===== src/rtl/rfft_npt.sv =====
// rfft_npt: in-place radix-2 DIT real-input FFT, one butterfly per cycle, output scaled by 1/N.
module rfft_npt #(
  parameter int DATA_BIT   = 16,
  parameter int ADDR_BIT   = 3,
  parameter int MEM_HEIGHT = 8
) (
  input  logic                       clk,
  input  logic                       rst,
  input  logic                       in_valid,
  output logic                       in_ready,
  input  logic signed [DATA_BIT-1:0] in_data,
  input  logic                       bypass_en,
  output logic [ADDR_BIT-2:0]        tw_addr,
  input  logic signed [DATA_BIT-1:0] tw_r,
  input  logic signed [DATA_BIT-1:0] tw_i,
  output logic                       out_valid,
  input  logic                       out_ready,
  output logic signed [DATA_BIT-1:0] out_re,
  output logic signed [DATA_BIT-1:0] out_im,
  output logic [ADDR_BIT-1:0]        out_idx,
  output logic                       busy
);
  localparam logic [1:0] LOAD  = 2'd0;
  localparam logic [1:0] CALC  = 2'd1;
  localparam logic [1:0] DRAIN = 2'd2;
  localparam logic [ADDR_BIT-1:0] A_ONE = ADDR_BIT'(1);
  localparam logic [ADDR_BIT-1:0] A_LAST = ADDR_BIT'(MEM_HEIGHT - 1);
  localparam logic [ADDR_BIT-1:0] S_LAST = ADDR_BIT'(ADDR_BIT - 1);

  logic [1:0] state_q, state_d;
  logic [ADDR_BIT-1:0] load_q, load_d, drain_q, drain_d, stage_q, stage_d;
  logic [ADDR_BIT-2:0] bf_q, bf_d;
  logic byp_q, byp_d;
  logic signed [DATA_BIT-1:0] mem_re_q [MEM_HEIGHT];
  logic signed [DATA_BIT-1:0] mem_im_q [MEM_HEIGHT];

  logic [ADDR_BIT-2:0] mask, pos;
  logic [ADDR_BIT-1:0] half, a_addr, b_addr, rd_addr;
  logic signed [DATA_BIT-1:0] a_re, a_im, b_re, b_im, na_re, na_im, nb_re, nb_im;
  logic signed [2*DATA_BIT-1:0] p_rr, p_ii, p_ri, p_ir;
  logic signed [DATA_BIT:0] t_re, t_im;
  logic load_we;

  function automatic logic [ADDR_BIT-1:0] bitrev(input logic [ADDR_BIT-1:0] x);
    for (int i = 0; i < ADDR_BIT; i++) bitrev[i] = x[ADDR_BIT-1-i];
  endfunction

  // Butterfly j of stage s: pos = low s bits of j, a = group*2*half + pos.
  always_comb begin
    mask   = ~({(ADDR_BIT-1){1'b1}} << stage_q);
    pos    = bf_q & mask;
    half   = A_ONE << stage_q;
    a_addr = {bf_q & ~mask, 1'b0} | {1'b0, pos};
    b_addr = a_addr | half;
    a_re   = mem_re_q[a_addr];
    a_im   = mem_im_q[a_addr];
    b_re   = mem_re_q[b_addr];
    b_im   = mem_im_q[b_addr];
    p_rr   = b_re * tw_r;
    p_ii   = b_im * tw_i;
    p_ri   = b_re * tw_i;
    p_ir   = b_im * tw_r;
    t_re   = (DATA_BIT+1)'((p_rr - p_ii) >>> (DATA_BIT-2));
    t_im   = (DATA_BIT+1)'((p_ri + p_ir) >>> (DATA_BIT-2));
    na_re  = DATA_BIT'(($signed({a_re[DATA_BIT-1], a_re}) + t_re) >>> 1);
    na_im  = DATA_BIT'(($signed({a_im[DATA_BIT-1], a_im}) + t_im) >>> 1);
    nb_re  = DATA_BIT'(($signed({a_re[DATA_BIT-1], a_re}) - t_re) >>> 1);
    nb_im  = DATA_BIT'(($signed({a_im[DATA_BIT-1], a_im}) - t_im) >>> 1);
  end

  always_comb begin
    load_we   = (state_q == LOAD) && in_valid;
    in_ready  = state_q == LOAD;
    busy      = state_q != LOAD;
    out_valid = state_q == DRAIN;
    tw_addr   = (state_q == CALC) ? pos << (ADDR_BIT-1-stage_q) : '0;
    rd_addr   = byp_q ? bitrev(drain_q) : drain_q;
    out_re    = out_valid ? mem_re_q[rd_addr] : '0;
    out_im    = out_valid ? mem_im_q[rd_addr] : '0;
    out_idx   = out_valid ? drain_q : '0;
  end

  always_comb begin
    state_d = state_q;
    load_d  = load_q;
    bf_d    = bf_q;
    stage_d = stage_q;
    drain_d = drain_q;
    byp_d   = byp_q;
    if (load_we) begin
      load_d = (load_q == A_LAST) ? '0 : load_q + A_ONE;
      if (load_q == A_LAST) begin
        byp_d   = bypass_en;
        state_d = bypass_en ? DRAIN : CALC;
      end
    end
    if (state_q == CALC) begin
      bf_d = bf_q + 1'b1;
      if (&bf_q) begin
        stage_d = (stage_q == S_LAST) ? '0 : stage_q + A_ONE;
        state_d = (stage_q == S_LAST) ? DRAIN : CALC;
      end
    end
    if (state_q == DRAIN && out_ready) begin
      drain_d = (drain_q == A_LAST) ? '0 : drain_q + A_ONE;
      if (drain_q == A_LAST) begin
        state_d = LOAD;
        byp_d   = 1'b0;
      end
    end
  end

  always_ff @(posedge clk) begin
    if (rst) begin
      state_q <= LOAD;
      load_q  <= '0;
      bf_q    <= '0;
      stage_q <= '0;
      drain_q <= '0;
      byp_q   <= 1'b0;
    end else begin
      state_q <= state_d;
      load_q  <= load_d;
      bf_q    <= bf_d;
      stage_q <= stage_d;
      drain_q <= drain_d;
      byp_q   <= byp_d;
    end
  end

  // Working memory is deliberately left out of reset.
  always_ff @(posedge clk) begin
    if (load_we) begin
      mem_re_q[bitrev(load_q)] <= in_data;
      mem_im_q[bitrev(load_q)] <= '0;
    end else if (state_q == CALC) begin
      mem_re_q[a_addr] <= na_re;
      mem_im_q[a_addr] <= na_im;
      mem_re_q[b_addr] <= nb_re;
      mem_im_q[b_addr] <= nb_im;
    end
  end
endmodule


===== config.mk =====
export PLATFORM = sky130hd
export DESIGN_NAME = rfft_npt
export DESIGN_NICKNAME = d
export VERILOG_FILES = /design/src/rtl/rfft_npt.sv
export SDC_FILE = /design/constraint.sdc
export NUM_CORES = 2
export LEC_CHECK = 0
export BUFFER_PORTS_ARGS = -buffer_cell sky130_fd_sc_hd__buf_4
export CORE_AREA = 5 5 374 468
export DETAILED_ROUTE_END_ITERATION = 10
export DIE_AREA = 0 0 379 473
export PLACE_DENSITY = 0.57
export SETUP_SLACK_MARGIN = 0.15
export SLEW_MARGIN = 20
export SYNTH_ARGS = -nofsm -noshare
export SYNTH_HDL_FRONTEND = slang
export SYNTH_SLANG_ARGS = --single-unit

===== constraint.sdc =====
create_clock -name clk -period 34.2 [get_ports clk]
set_input_delay 0 -clock clk [delete_from_list [all_inputs] [get_ports clk]]
set_output_delay 0 -clock clk [all_outputs]
set_load 0.02 [all_outputs]

Yosys cells after proc, flatten, opt, wreduce, memory -nomap -nowiden --
Memory sizes are Yosys's and may differ from the RTL's. Cells that the tools add are included.
Storage, ports and cells: logic and storage cells 76, RAM bits 256, input bits 53, output and inout port bits 40, register bits 14, memories 2
Memory list:
- mem_im_q | words 8, width 16, read ports 3, clocked after memory_dff 0, wr ports 2, RTL line 35 | logic signed [DATA_BIT-1:0] mem_im_q [MEM_HEIGHT];
- mem_re_q | words 8, width 16, read ports 3, clocked after memory_dff 0, wr ports 2, RTL line 34 | logic signed [DATA_BIT-1:0] mem_re_q [MEM_HEIGHT];
Operators by class: reduce and logical (&&, ||, !) cells 8, multiply operators 4, add/sub/neg operators 11, mux-type cells 31, eq/ne operators 5, bitwise gates (word level) 6, shifts and indexed selects 3
Operators with widths (count):
- $mul A16 B16 Y31 | 4
- $mux W16 | 4
- $add A16 B17 Y17 | 2
- $sub A16 B17 Y17 | 2
- $reduce_or A16 Y1 | 2
- $shl A2 B32 Y2 | 1
- $add A31 B31 Y31 | 1
- $sub A31 B31 Y31 | 1
- $mux W3 | 7
- $mux W2 | 9
- $mux W1 | 11
- $add A3 B1 Y3 const B | 3
- $eq A3 B3 Y1 const B | 2
- $and A2 B2 Y2 | 2
- $not A2 Y2 | 2
- $sub A2 B3 Y4 const A | 1
- $eq A3 B2 Y1 const B | 1
- $or A3 B2 Y3 | 1
- $or A3 B3 Y3 | 1
- $reduce_and A3 Y1 | 1
- $shl A1 B3 Y3 const A | 1
- $shl A2 B3 Y2 const A | 1
- $add A2 B1 Y2 const B | 1
- $eq A2 B1 Y1 const B | 1
- 5 further kinds | 6

Longest topological paths before layout --
An unclocked memory read counts as a cell.
word-level depth 11, gate-level depth with buffers 60, gate-level depth less buffers 53

Least setup slack after synthesis --
OpenSTA, ideal clock, no wires.
kind flip-flop to flip-flop, from reg stage_q[1], to mem mem_im_q[7][15], data pin, data required time 33.927 ns, path buffers 9, period minus slack after synthesis 12.259 ns, data arrival time 11.986 ns, setup slack 21.941 ns, setup time 0.273 ns, stages on the path, launching flop included 56, cell sequence dfxtp_1 > buf_4 > o31ai_4 > o21a_1 > buf_2 > clkbuf_1 > buf_1 > buf_1 > clkbuf_1 > clkbuf_1 > nand3_1 > nand3_1 > nand2_1 > clkbuf_1 > and2_1 > fa_1 > inv_1 > fa_1 > [... 20 more ...] > o21bai_1 > a21oi_1 > xnor2_1 > ha_1 > clkbuf_1 > inv_1 > a21oi_1 > nor2_1 > nor2_1 > o41ai_1 > a21oi_1 > o21bai_1 > a21oi_1 > o21ai_0 > a221oi_1 > xnor2_2 > nand2_1 > o21ai_0
RTL lines:
- start, declared | RTL line 31 | logic [ADDR_BIT-1:0] load_q, load_d, drain_q, drain_d, stage_q, stage_d;
- start signal, assigned | RTL line 125 | stage_q <= stage_d;
- end, declared | RTL line 35

==> results.toml <==
[setup_path]
start_kind = "flop"
critPathMaxFanout = 57
path_class = "reg2reg"
crit_path_end_kind = "flop"
cp.arrival_ps = 15340
critical-path-max-stage-delay_ps = 840
path_common_cell = "fa_1"
required_ps = 34630
slowest_stage = "a31o_2"

[final_layout]
regArea_um2 = 7970
fin_cells = 8674
nets = 7948
drive_gt1_share_pct = 5.85
area_growth_pct = 6.56
multi_input_area_um2 = 45000
fill_cells = 17400

[floorplanning]
fp.dieArea_um2 = 179000
placementRows = 170
io_pins = 93
die_h_um = 473
die_w_um = 379
fp.coreArea_um2 = 171000
initial_core_util_pct = 34.7

[synth]
synth_edf_count = 256
synth-seq-cells = 270
synth_warnings = 0
syn-num-nets = 8125
syn_area_per_cell_um2 = 8.99
synth_flop_cell = "edfxtp_1"
yosysSeqAreaShare_pct = 13.5
synth_cells = 6588
syn-cell-area_um2 = 59200
synth-async-reset-ratio_pct = 0
synth_cell_types = 80

[global_routing]
grt_pass1_wl_um = 302000
grt.total_usage_pct = 22.2
antenna_found_initial = 7
grt_overflow = 0
grt_pass1_vias = 48800
grt_max_degree = 67

[timing]
skew_ps = 39.6
finalCriticalPeriod_ps = 14910
grt_setup_unrepaired = "false"
fin_ws_ps = 19290
slew_headroom_pct = 24.3
fin_tns_setup_ps = 0
clock.fmax_ghz = 0.0671
slew_viol_final = 0
setup_viol = 0
tightestPinTransition_ps = 1130
finalHoldViolCount = 0
post-route-period-util_pct = 43.6

[clocking]
cts_tree = "yes"
postCtsSetupRepairBufs = 0
clockRootBuffer = "clkbuf_16"
clk_pin_slew_worst_paths_ps = 70
cts-resized-gates = 0
cts.sinks = 270
cts_buffers = 26
cts_buffer_depth = 3
clk_latency_ps = 590
htree_levels = 1

[worst_hold_path]
hold_class = "in2reg"

[drt]
num_vias = 46300
routed_wl_um = 199000
postRouteAntennaNets = 0
first_pass_iters = 6
drc_errors = 0
vias_per_cell = 5.34
wl_per_cell_um = 22.9
initialDrtViolationCount = 4104

[placement]
place.gp.congestion = 0.906
dp.cells = 8606
io_buffers = 92
dp_worst_setup_slack_ps = 19530
post-dp-hpwl_um = 144000

[run_status]
status = "complete, no violations"

[job]
maxCapViolations = 0
[cells by family after synthesis]
group / count (synthesis) / synth area share, %
multiplexers: 111 / 3.23
AND/OR/NAND/NOR: 2163 / 17.0
XOR/XNOR: 154 / 2.34
buffers and inverters: 1728 / 11.0
adder cells (fa/ha/maj): 1484 / 45.6
AO/OA/AOI/OAI: 678 / 7.45
flip-flops: 270 / 13.5
[cell type report]
cell class / instances / share of cell area (%)
repair buffers: 191 / 2.32
diodes: 7 / 0.0278
multi-input cells: 4590 / 71.3
flip-flops and latches: 270 / 12.6
clock buffers: 28 / 1.04
inverters: 1332 / 7.92
well taps: 2236 / 4.43
clock inverters: 20 / 0.339
[registers in the layout, indices dropped and copies added (netlist names)]
signal / cells
byp_q: 1
bf_q: 2
stage_q: 3
load_q: 3
mem_re_q: 128
drain_q: 3
state_q: 2
mem_im_q: 128
[timing repair]
action / CTS / global route
hold buffers: 13 / 0
endpoints found under the hold margin: 71 / 0
endpoints found under the setup margin: 0 / 0
[Yosys cell counts, drive strengths merged, types with 3 or more instances]
master | n | share of area [%]
dfxtp | 14 | 0.47
nand2 | 1071 | 6.8
a311oi | 28 | 0.44
and4 | 3 | 0.044
o22ai | 9 | 0.095
edfxtp | 256 | 13
nor3b | 4 | 0.051
a22oi | 3 | 0.038
clkbuf | 360 | 2.3
a221oi | 57 | 0.84
nor2 | 248 | 1.6
o21ai | 168 | 1.4
or3 | 9 | 0.11
o21ba | 4 | 0.068
a2111oi | 4 | 0.059
a31oi | 19 | 0.20
o211ai | 4 | 0.051
nand3 | 193 | 1.6
a221o | 15 | 0.26
buf | 36 | 0.25
mux2i | 45 | 0.76
a21oi | 207 | 1.8
xor2 | 33 | 0.49
o221ai | 9 | 0.13
ha | 361 | 7.6
nor3 | 23 | 0.19
o21bai | 16 | 0.20
and2 | 510 | 5.4
inv | 1332 | 8.4
xnor2 | 120 | 1.8
a21o | 24 | 0.30
nor4 | 9 | 0.12
or2 | 3 | 0.036
nor2b | 18 | 0.19
a211oi | 8 | 0.11
o31ai | 33 | 0.44
o21a | 18 | 0.23
nand2b | 9 | 0.095
o32a | 3 | 0.051
nand4 | 15 | 0.18
o41ai | 7 | 0.13
a31o | 28 | 0.41
mux4 | 64 | 2.4
fa | 1123 | 38
and3 | 38 | 0.40
[worst max-delay path, delay by kind of cell (launching register included)]
kind | cells | cell delay, ps
xor+xnor | 2 | 580
flops | 1 | 530
simple gates | 7 | 1460
compound gates | 20 | 6110
buf+inv | 8 | 1710
fa+ha+maj | 10 | 4250
[metal layers]
| layer | part of all wire [%] | vias to the layer above | routed length [µm] | global-route usage (%) |
|---|---|---|---|---|
| met5 | 0 | - | 0 | 0 |
| met4 | 4.9 | 0 | 9660 | 8.80 |
| met3 | 7.4 | 494 | 14600 | 2.98 |
| met2 | 49 | 2060 | 97100 | 38.2 |
| met1 | 39 | 23800 | 77200 | 28.3 |
| li1 | - | 20000 | - | - |
[per-stage QoR]
step           hold slack, ps  util (%)  cell area (µm²)
6_report                 12.5      37.0            63100
2_1_floorplan             160         -            59200
5_1_grt                  30.4      37.0            63100
3_5_place_dp              272      36.4            62100
4_1_cts                  4.10      37.0            63100
3_3_place_gp              270      36.4            62100
[path summary, 6_finish.rpt]
| check | end | startpoint | slack [ps] | cells after the start |
|---|---|---|---|---|
| min | mem_re_q[4][12] | in_data[12] | 10 | 3 |
| max | mem_im_q[7][15] | stage_q[2] | 19290 | 47 |
| min reg2reg | load_q[1] | load_q[1] | 500 | 2 |
| max reg2reg | mem_im_q[7][15] | stage_q[2] | 19290 | 47 |
[cell usage in the layout (no fill, tap or decap), types with 14 or more instances in the layout]
cell type / synthesis / layout
o21ai_0: 161 / 146
xnor2_1: 117 / 117
nor2b_1: 18 / 17
buf_4: 1 / 178
o21a_1: 18 / 17
nand4_1: 14 / 14
inv_1: 1332 / 1331
nand3_1: 193 / 193
a21oi_1: 205 / 205
nor3_1: 23 / 23
and2_1: 509 / 509
mux2i_1: 45 / 43
mux4_2: 64 / 64
xor2_1: 33 / 33
nor2_1: 248 / 244
a21o_1: 24 / 24
a31oi_1: 19 / 18
a31o_2: 28 / 28
nand2_1: 1070 / 1070
and3_1: 38 / 38
ha_1: 361 / 361
o21bai_1: 16 / 15
edfxtp_1: 256 / 256
fa_1: 1123 / 1123
clkbuf_16: 0 / 26
a221o_1: 14 / 14
a311oi_1: 26 / 26
a221oi_1: 57 / 57
o31ai_1: 32 / 32
Power is not shown: default switching activity piles up to over one toggle a cycle in this logic, so the estimate is an artifact.
